File: config.mk
export PLATFORM = sky130hd
export DESIGN_NAME = vaccine_hit_detector
export DESIGN_NICKNAME = d
export VERILOG_FILES = /design/src/rtl/vaccine_hit_detector.sv
export SDC_FILE = /design/constraint.sdc
export NUM_CORES = 1
export LEC_CHECK = 0
export CAP_MARGIN = 20
export CORE_UTILIZATION = 48
export DETAILED_ROUTE_END_ITERATION = 16
export GPL_TIMING_DRIVEN = 0
export HOLD_SLACK_MARGIN = 0.05
export PLACE_DENSITY = 0.78
export SLEW_MARGIN = 5
export SYNTH_ARGS = -nofsm -noshare
export SYNTH_HDL_FRONTEND = slang
export SYNTH_SLANG_ARGS = --single-unit
File: constraint.sdc
create_clock -name clk -period 2.2 [get_ports clk]
set_clock_uncertainty 0.2 [all_clocks]
set_input_delay 0.22 -clock clk [delete_from_list [all_inputs] [get_ports clk]]
set_output_delay 0.22 -clock clk [all_outputs]
set_load 0.01 [all_outputs]
File: src/rtl/vaccine_hit_detector.sv
`default_nettype none
// ============================================================================
//  Module      : vaccine_hit_detector
//  Description : Watches the per-pixel drawing requests of the clamp and the
//                vaccines during scan-out. It captures the first clamp/vaccine
//                overlap of a frame and reports it as a one-cycle pulse just
//                after the next startOfFrame. After a report, the reported
//                vaccine is ignored for a few frames. A saturating count of
//                reported hits feeds the score logic.
//  Ports       : clk                     - system clock
//                reset                   - synchronous, active-high reset
//                startOfFrame            - one-cycle pulse at each frame start
//                clamp_dr                - clamp drawing request, current pixel
//                vaccine_dr              - per-vaccine drawing request
//                vaccine_visible         - per-vaccine visibility feedback
//                collision               - one-cycle pulse when a hit is reported
//                collision_clamp_vaccine - index of the last reported vaccine
//                hit_pending             - a hit is captured and waits for the
//                                          frame boundary
//                hit_count               - saturating count of reported hits
//  Revision    : 1.0 - initial release
// ============================================================================
module vaccine_hit_detector #(
  parameter int NUM_VACCINES    = 10,
  parameter int COOLDOWN_FRAMES = 2,
  parameter int COUNT_W         = 8
) (
  input  logic                    clk,
  input  logic                    reset,
  input  logic                    startOfFrame,
  input  logic                    clamp_dr,
  input  logic [0:NUM_VACCINES-1] vaccine_dr,
  input  logic [0:NUM_VACCINES-1] vaccine_visible,
  output logic                    collision,
  output logic [3:0]              collision_clamp_vaccine,
  output logic                    hit_pending,
  output logic [COUNT_W-1:0]      hit_count
);

  // The cooldown counter is sized to hold COOLDOWN_FRAMES. It keeps at least
  // one bit so that COOLDOWN_FRAMES = 0 still elaborates.
  localparam int             CD_W    = (COOLDOWN_FRAMES < 1) ? 1 : $clog2(COOLDOWN_FRAMES + 1);
  localparam logic [CD_W-1:0] CD_LOAD = CD_W'(COOLDOWN_FRAMES);

  typedef enum logic [1:0] {
    IDLE     = 2'd0,
    CAPTURED = 2'd1,
    EMIT     = 2'd2
  } state_t;

  state_t                  state;
  logic [3:0]              cap_idx;
  logic [3:0]              cool_idx;
  logic [CD_W-1:0]         cool_cnt;

  logic [0:NUM_VACCINES-1] cool_mask;
  logic [0:NUM_VACCINES-1] hv;
  logic                    hit_any;
  logic [3:0]              hit_idx;

  // Only the most recently reported vaccine is masked, and only while the
  // cooldown is still running.
  genvar gi;
  generate
    for (gi = 0; gi < NUM_VACCINES; gi++) begin : g_mask
      assign cool_mask[gi] = (cool_cnt != '0) && (cool_idx == 4'(gi));
    end
  endgenerate

  assign hv = clamp_dr ? (vaccine_dr & vaccine_visible & ~cool_mask) : '0;

  // Lowest index wins. The scan runs downward, so the last assignment is
  // the lowest set bit.
  always_comb begin
    hit_any = 1'b0;
    hit_idx = 4'd0;
    for (int i = NUM_VACCINES - 1; i >= 0; i--) begin
      if (hv[i]) begin
        hit_any = 1'b1;
        hit_idx = 4'(i);
      end
    end
  end

  always_ff @(posedge clk) begin
    if (reset) begin
      state                   <= IDLE;
      cap_idx                 <= 4'd0;
      cool_idx                <= 4'd0;
      cool_cnt                <= '0;
      collision               <= 1'b0;
      collision_clamp_vaccine <= 4'd0;
      hit_pending             <= 1'b0;
      hit_count               <= '0;
    end else begin
      collision <= 1'b0;

      // Frame-based decrement. A load in EMIT (below) overrides this
      // assignment because it comes later.
      if (startOfFrame && (cool_cnt != '0)) begin
        cool_cnt <= cool_cnt - 1'b1;
      end

      case (state)
        IDLE: begin
          // An overlap seen in the startOfFrame cycle falls in blanking
          // and is not captured.
          if (!startOfFrame && hit_any) begin
            cap_idx     <= hit_idx;
            hit_pending <= 1'b1;
            state       <= CAPTURED;
          end
        end

        CAPTURED: begin
          if (startOfFrame) begin
            collision_clamp_vaccine <= cap_idx;
            collision               <= 1'b1;
            hit_pending             <= 1'b0;
            state                   <= EMIT;
          end
        end

        EMIT: begin
          if (hit_count != '1) begin
            hit_count <= hit_count + 1'b1;
          end
          cool_idx <= cap_idx;
          cool_cnt <= CD_LOAD;
          // The overlap test in this cycle still uses the previous mask.
          if (hit_any) begin
            cap_idx     <= hit_idx;
            hit_pending <= 1'b1;
            state       <= CAPTURED;
          end else begin
            state <= IDLE;
          end
        end

        default: begin
          state <= IDLE;
        end
      endcase
    end
  end

endmodule
`default_nettype wire

Yosys cells after proc, flatten, opt, wreduce, memory -nomap -nowiden
Index checks and enable logic that the tools add are counted.
{"block": "totals", "latch_bits": 0, "word_cells": 91, "reg_bits": 26, "rom_bits": 0, "input_bits": 24, "output_inout_bits": 14, "ramBits": 0, "mem_count": 0}
{"block": "op_classes", "muxes": 35, "addsub": 2, "n_div": 0, "shifts": 0, "bitwise_logic": 4, "order_cmp": 0, "reduce_logical": 26, "n_eq_ne": 15, "multipliers": 0}
{"op": "$mux W4", "count": 12}
{"op": "$and A10 B10 Y10", "count": 2}
{"op": "$eq A4 B3 Y1 const B", "count": 4}
{"op": "$mux W1", "count": 15}
{"op": "$logic_and A1 B1 Y1", "count": 12}
{"op": "$mux W10", "count": 1}
{"op": "$not A10 Y10", "count": 1}
{"op": "$add A8 B1 Y8 const B", "count": 1}
{"op": "$eq A4 B2 Y1 const B", "count": 2}
{"op": "$eq A4 B4 Y1 const B", "count": 2}
{"op": "$mux W2", "count": 4}
{"op": "$ne A8 B8 Y1 const B", "count": 1}
{"op": "$pmux W4 S2", "count": 1}
{"op": "$ne A2 B2 Y1 const B", "count": 3}
{"op": "$pmux W2 S3", "count": 1}
{"op": "$reduce_and A2 Y1", "count": 3}
{"op": "$reduce_bool A2 Y1", "count": 3}
{"op": "$eq A4 B1 Y1 const B", "count": 1}
{"op": "$logic_not A4 Y1", "count": 1}
{"op": "$reduce_and A4 Y1", "count": 1}
{"op": "$reduce_or A2 Y1", "count": 2}
{"op": "$pmux W1 S3", "count": 1}
{"op": "$reduce_and A3 Y1", "count": 1}
{"op": "$reduce_bool A3 Y1", "count": 1}
{"op": "6 further kinds", "count": 6}

Depth between registers and ports, before layout
{"block": "depth", "ltp_word": 18, "mapped_depth": 8, "mapped_depth_nobuf": 8}

Worst setup path after synthesis
No wires, ideal clock.
{"block": "synth_path", "path_type": "register -> register", "startpoint": "register cool_cnt[0]", "endpoint": "register cap_idx[1]", "arrival_ps": 1787, "path_stages_with_launch": 8, "setup_time_ps": 79, "setup_slack_ps": 134, "required_ps": 1921, "period_less_slack_ps": 2066, "path_cell_list": "dfxtp_1 -> inv_1 -> ha_1 -> or3b_4 -> o41ai_2 -> o21ai_1 -> a21bo_1 -> a211oi_2"}
{"block": "synth_between", "elab_chain_len": 18, "elab_cells_between_ends": 40, "cone_classes": "2 x eq/ne; 23 x mux; 2 x bitwise; 13 x reduce/logical"}
{"element": "start, declared", "line": "54", "text": "logic [CD_W-1:0] cool_cnt;"}
{"element": "start signal, assigned", "line": "101", "text": "cool_cnt <= cool_cnt - 1'b1;"}
{"element": "$reduce_bool A2 Y1 (*)", "line": "66", "text": "assign cool_mask[gi] = (cool_cnt != '0) && (cool_idx == 4'(gi));"}
{"element": "$logic_and A1 B1 Y1", "line": "66"}
{"element": "$not A10 Y10 (*)", "line": "70", "text": "assign hv = clamp_dr ? (vaccine_dr & vaccine_visible & ~cool_mask) : '0;"}
{"element": "$and A10 B10 Y10 (*)", "line": "70"}
{"element": "$mux W10 (*)", "line": "70"}
{"element": "$mux W1 (10 in series)", "line": "78", "text": "if (hv[i]) begin"}
{"element": "$logic_and A1 B1 Y1", "line": "108", "text": "if (!startOfFrame && hit_any) begin"}
{"element": "$ne A2 B2 Y1 (no line)"}
{"element": "$reduce_and A3 Y1 (no line)"}
{"element": "end signal, assigned", "line": "109", "text": "cap_idx <= hit_idx;"}
{"element": "end signal, assigned", "line": "132", "text": "cap_idx <= hit_idx;"}
{"element": "end, declared", "line": "52", "text": "logic [3:0] cap_idx;"}
Mark *: on every way between the ends. The rest lies on a longest branch, timed or not. The select of a mux whose other input is x is not followed.
A chain may end at the register's enable or synchronous reset.

Worst setup path in the final report
{"block": "layout_path", "startpoint": "register cool_cnt[0]", "endpoint": "register cap_idx[0]"}
The elaborated chain is that of the path after synthesis.

==> impl.org <==
** Run status
- The run finished, with violations left.
- The final reports fail on DRC.

** Global routing
- The initial antenna violation count is 0.
- Entering global routing, the biggest net connects 16 pins.
- The via count of the first global-routing pass came to 1489.
- Wire length of the first global-routing pass :: 6.33 mm
- Total routing usage reported by global routing :: 0.243
- For this run the aggregate overflow at the end of global routing stands at 0.

** Route
- The first detailed-routing pass ran for 11 iterations.
- Avg WL per Cell :: 15.5 um
- Final routed wirelength across all metal layers :: 3.98 mm
- Across all layers, the routed design uses 1510 vias.
- Iteration-0 DRC count of the detailed router :: 70
- Number of remaining DRC errors :: 2
- Via density :: 5.88
- Count of antenna-violating nets left after detailed routing :: 0

** Power
- In this run the power spent charging and discharging nets is 293 uW.
- Of the total power, the share spent switching nets is 0.269.
- Of the total power, the clock network draws 0.308.
- Internal power :: 796 uW
- Summed over all cells, the static leakage comes to 0.000692 uW.
- Relative contribution of sequential cells to total power :: 0.464
- Of the total power, combinational logic draws 0.228.
- IR Drop Worst-Case VDD :: 381 uV
- Overall power consumption after layout is estimated at 1090 uW.
- For this design the ratio of total power to cell area is 545 nW/um2.

** Cells and area
- Number of nets in the finished design :: 253
- Growth of design area from synthesis to finish :: 34.7%
- Antenna cells :: 0
- Of the cells placed in the final design, the portion with a size suffix greater than 1 is 0.119.
- Commonest non-fill, non-tap cells in the layout :: sky130_fd_sc_hd__clkdlybuf4s50_1, sky130_fd_sc_hd__nand2_1, sky130_fd_sc_hd__dfxtp_1
- Commonest non-fill, non-tap cell in the layout :: sky130_fd_sc_hd__clkdlybuf4s50_1
- Filler-free cell count of the finished design :: 257

** Synthesis
- Combinational family with the most area after synthesis :: simple AND/OR/NAND/NOR gates
- Post-Synthesis Net Count :: 211
- After synthesis the netlist holds a flip-flop and latch count of 26.
- Complex-gate fraction of the synthesized area :: 0.188
- Simple-gate share of the synthesized area :: 0.324
- For this run, the leading register cell type out of synthesis is sky130_fd_sc_hd__dfxtp_1.
- Of the total synthesized cell area, the portion taken by XOR and XNOR cells is 0.0355.
- Count of warnings emitted by yosys :: 0
- Async set-or-reset flop fraction in the synthesized netlist :: 0
- Summed over all instances, the cell type with the most area after synthesis is sky130_fd_sc_hd__dfxtp_1.
- Number of unique standard cell types used by synthesis :: 42
- Measured against the total synthesized area, the mux share comes to 0.0211.
- Number of flops mapped to enable cells by yosys :: 0
- Yosys attributes the largest share of cell area to sky130_fd_sc_hd__dfxtp_1, sky130_fd_sc_hd__nand2_1, sky130_fd_sc_hd__nand3_1.
- Share of synthesized cell area in full adder, half adder and majority cells :: 0.0169
- Synth Instances :: 185
- The share of synthesized area in the top cell type comes to 0.351.
- Post-synthesis cell area :: 1480 um2
- Of the synthesized area, sequential elements account for 0.351.
- Average size of a mapped cell :: 8.01 um2

** Critical path
- For the worst setup path, the data required time is 2280 ps.
- Critical-path top delay cell :: sky130_fd_sc_hd__dfxtp_2
- On the worst path, the slowest cell contributes a delay of 360 ps.
- Startpoint-to-endpoint class of the critical path :: reg -> reg
- Of all nets on the critical path, the largest fanout is 8.
- Kind of end point of the critical path :: register
- Type of origin of the critical path :: register
- STA puts the critical path data arrival time at 2210 ps.
- Broken down by cell family, the worst path's largest delay share belongs to simple AND/OR/NAND/NOR gates.
- Critical path buffers and inverters :: 1
- The signal on the critical path passes through inv_1 > ha_4 > nor4b_4 > a21oi_1 > o221ai_2 > nand4_1 > nand2_2 > mux2i_1.

** Placement
- After legalization and detailed placement, the total HPWL measured 2.93 mm.
- IO buf count :: 36
- GP Congestion :: 0.942
- Prior to clock tree synthesis, the placed netlist has a worst setup slack of -264 ps.
- Total instance count after detailed placement :: 252

** STA
- The number of hold-slack violations in the final timing report came to 0.
- Smallest hold slack :: 273 ps
- The number of slew-limit violations in the final report was 0.
- The worst path in the final design needs a cycle of 2130 ps, including I/O delays and setup.
- Timing would allow up to 469 MHz.
- Minimum setup slack in the final design :: 66.4 ps
- Setup violations remaining at the end of the flow were counted as 0.
- Slew @ Worst Pin :: 487 ps
- Of the available clock period, the critical path in the final layout requires 0.970.
- Worst rel slew slack :: 0.674

** Clocking
- Clock tree from TritonCTS :: yes
- Sink count of the clock tree :: 26
- Number of CTS-inserted buffers :: 3
- H-tree depth :: 1
- In this run the clock root is driven by a sky130_fd_sc_hd__clkbuf_4.
- No sink is reached through more buffers than the 2 on the longest clock path.
- Once the clock tree was built, the setup fixing pass inserted 0 buffers.
- Insertion delay of the later-clocked pin in the worst-skew pair :: 340 ps
- Worst-path clk slew :: 140 ps

** Run
- MaxCap Viol Count :: 0

** Floorplan
- Chip Width :: 57.6 um
- In this run the vertical extent of the chip is 57.6 um.
- Overall die area :: 3310 um2
- Effective utilization at floorplan :: 0.524
- Std-Cell Rows :: 19
- In this run the standard cell core region covers 2830 um2.
- Pin placement for this block handled 38 I/O pins.

** Worst hold path
- Tightest Hold Check Type :: reg -> reg
-- path summary, 6_finish.rpt --
kind | startpoint | endpoint | slack (ps) | depth (start not counted)
setup / recovery | cool_cnt[0]$_SDFFE_PP0P_ | cap_idx[0]$_SDFFE_PP0P_ | 70 | 8
hold / removal | collision_clamp_vaccine[2]$_SDFFE_PP0P_ | collision_clamp_vaccine[2]$_SDFFE_PP0P_ | 270 | 2
setup reg to reg | cool_cnt[0]$_SDFFE_PP0P_ | cap_idx[0]$_SDFFE_PP0P_ | 70 | 8
hold reg to reg | collision_clamp_vaccine[2]$_SDFFE_PP0P_ | collision_clamp_vaccine[2]$_SDFFE_PP0P_ | 270 | 2
-- flip-flops by register name (all words and copies together) (netlist names) --
signal                   cells
cool_cnt                     2
collision_clamp_vaccine      4
collision                    1
hit_pending                  1
cap_idx                      4
state                        2
hit_count                    8
cool_idx                     4
-- power groups by stage --
stage               logic (uW)  clock network [uW]  registers [uW]
floorplan                  135                   0             512
global placement           212                   0             513
detailed placement         221                   0             514
CTS                        228                 341             504
global route               271                 358             506
finish                     249                 335             505
-- per-layer routing --
metal  global-route usage  vias up  wire (um)
met3               0.0363        6        212
met1                0.295      695       1750
li1                     -      757          -
met5                    0        -          0
met2                0.434       52       1960
met4               0.0836        0         61
-- per-stage QoR --
step	instance area [um2]	util	TNS, ps
final	2000	0.705	0
after global routing	2000	0.705	-196
after CTS	1950	0.691	0
after detailed placement	1880	0.665	-588
after global placement	1880	0.665	-199
after floorplan	1480	-	0
-- area by class of cell --
class | count | area (um2)
Clock inverter | 1 | 30.0
Fill cell | 230 | 833
Inverter | 5 | 18.8
Buffer | 8 | 75.1
Clock buffer | 3 | 22.5
Timing Repair Buffer | 37 | 370
Tap cell | 31 | 38.8
Multi-Input combinational cell | 146 | 918
Sequential cell | 26 | 522
-- Yosys cell counts, drive strengths merged, types with 2 or more instances --
library cell  instances
a21oi                17
a32oi                 3
and3                  3
buf                   2
clkbuf                6
dfxtp                26
ha                    2
inv                   5
mux2i                 2
nand2                31
nand2b                3
nand3                19
nand4                 6
nor2                 16
nor2b                 3
nor3                  3
nor4b                 2
o2111ai               3
o211ai                2
o21ai                 7
o221ai                2
or3                   3
xnor2                 2
xor2                  4
-- repair_timing --
| action | CTS | global route |
|---|---|---|
| resized for setup | 4 | 7 |
| hold buffers | 1 | 0 |
| gates cloned | 0 | 0 |
| endpoints found under the hold margin | 5 | 0 |
| pin swaps | 1 | 0 |
| endpoints found under the setup margin | 5 | 5 |
-- cell families after synthesis --
group | after synthesis
and+or+nand+nor | 94
AOI/OAI and AO/OA | 41
xor gates and xnor gates | 6
buffers and inverters | 13
DFF | 26
adders and majority gates | 2
muxes | 3
-- worst reg2reg max path: stages (launching register included) --
cell and delay (ps):
sky130_fd_sc_hd__dfxtp_2 360, sky130_fd_sc_hd__inv_1 70, sky130_fd_sc_hd__ha_4 200, sky130_fd_sc_hd__nor4b_4 270
sky130_fd_sc_hd__a21oi_1 160, sky130_fd_sc_hd__o221ai_2 230, sky130_fd_sc_hd__nand4_1 240, sky130_fd_sc_hd__nand2_2 160
sky130_fd_sc_hd__mux2i_1 180
Power figures use the tool's default switching activity.
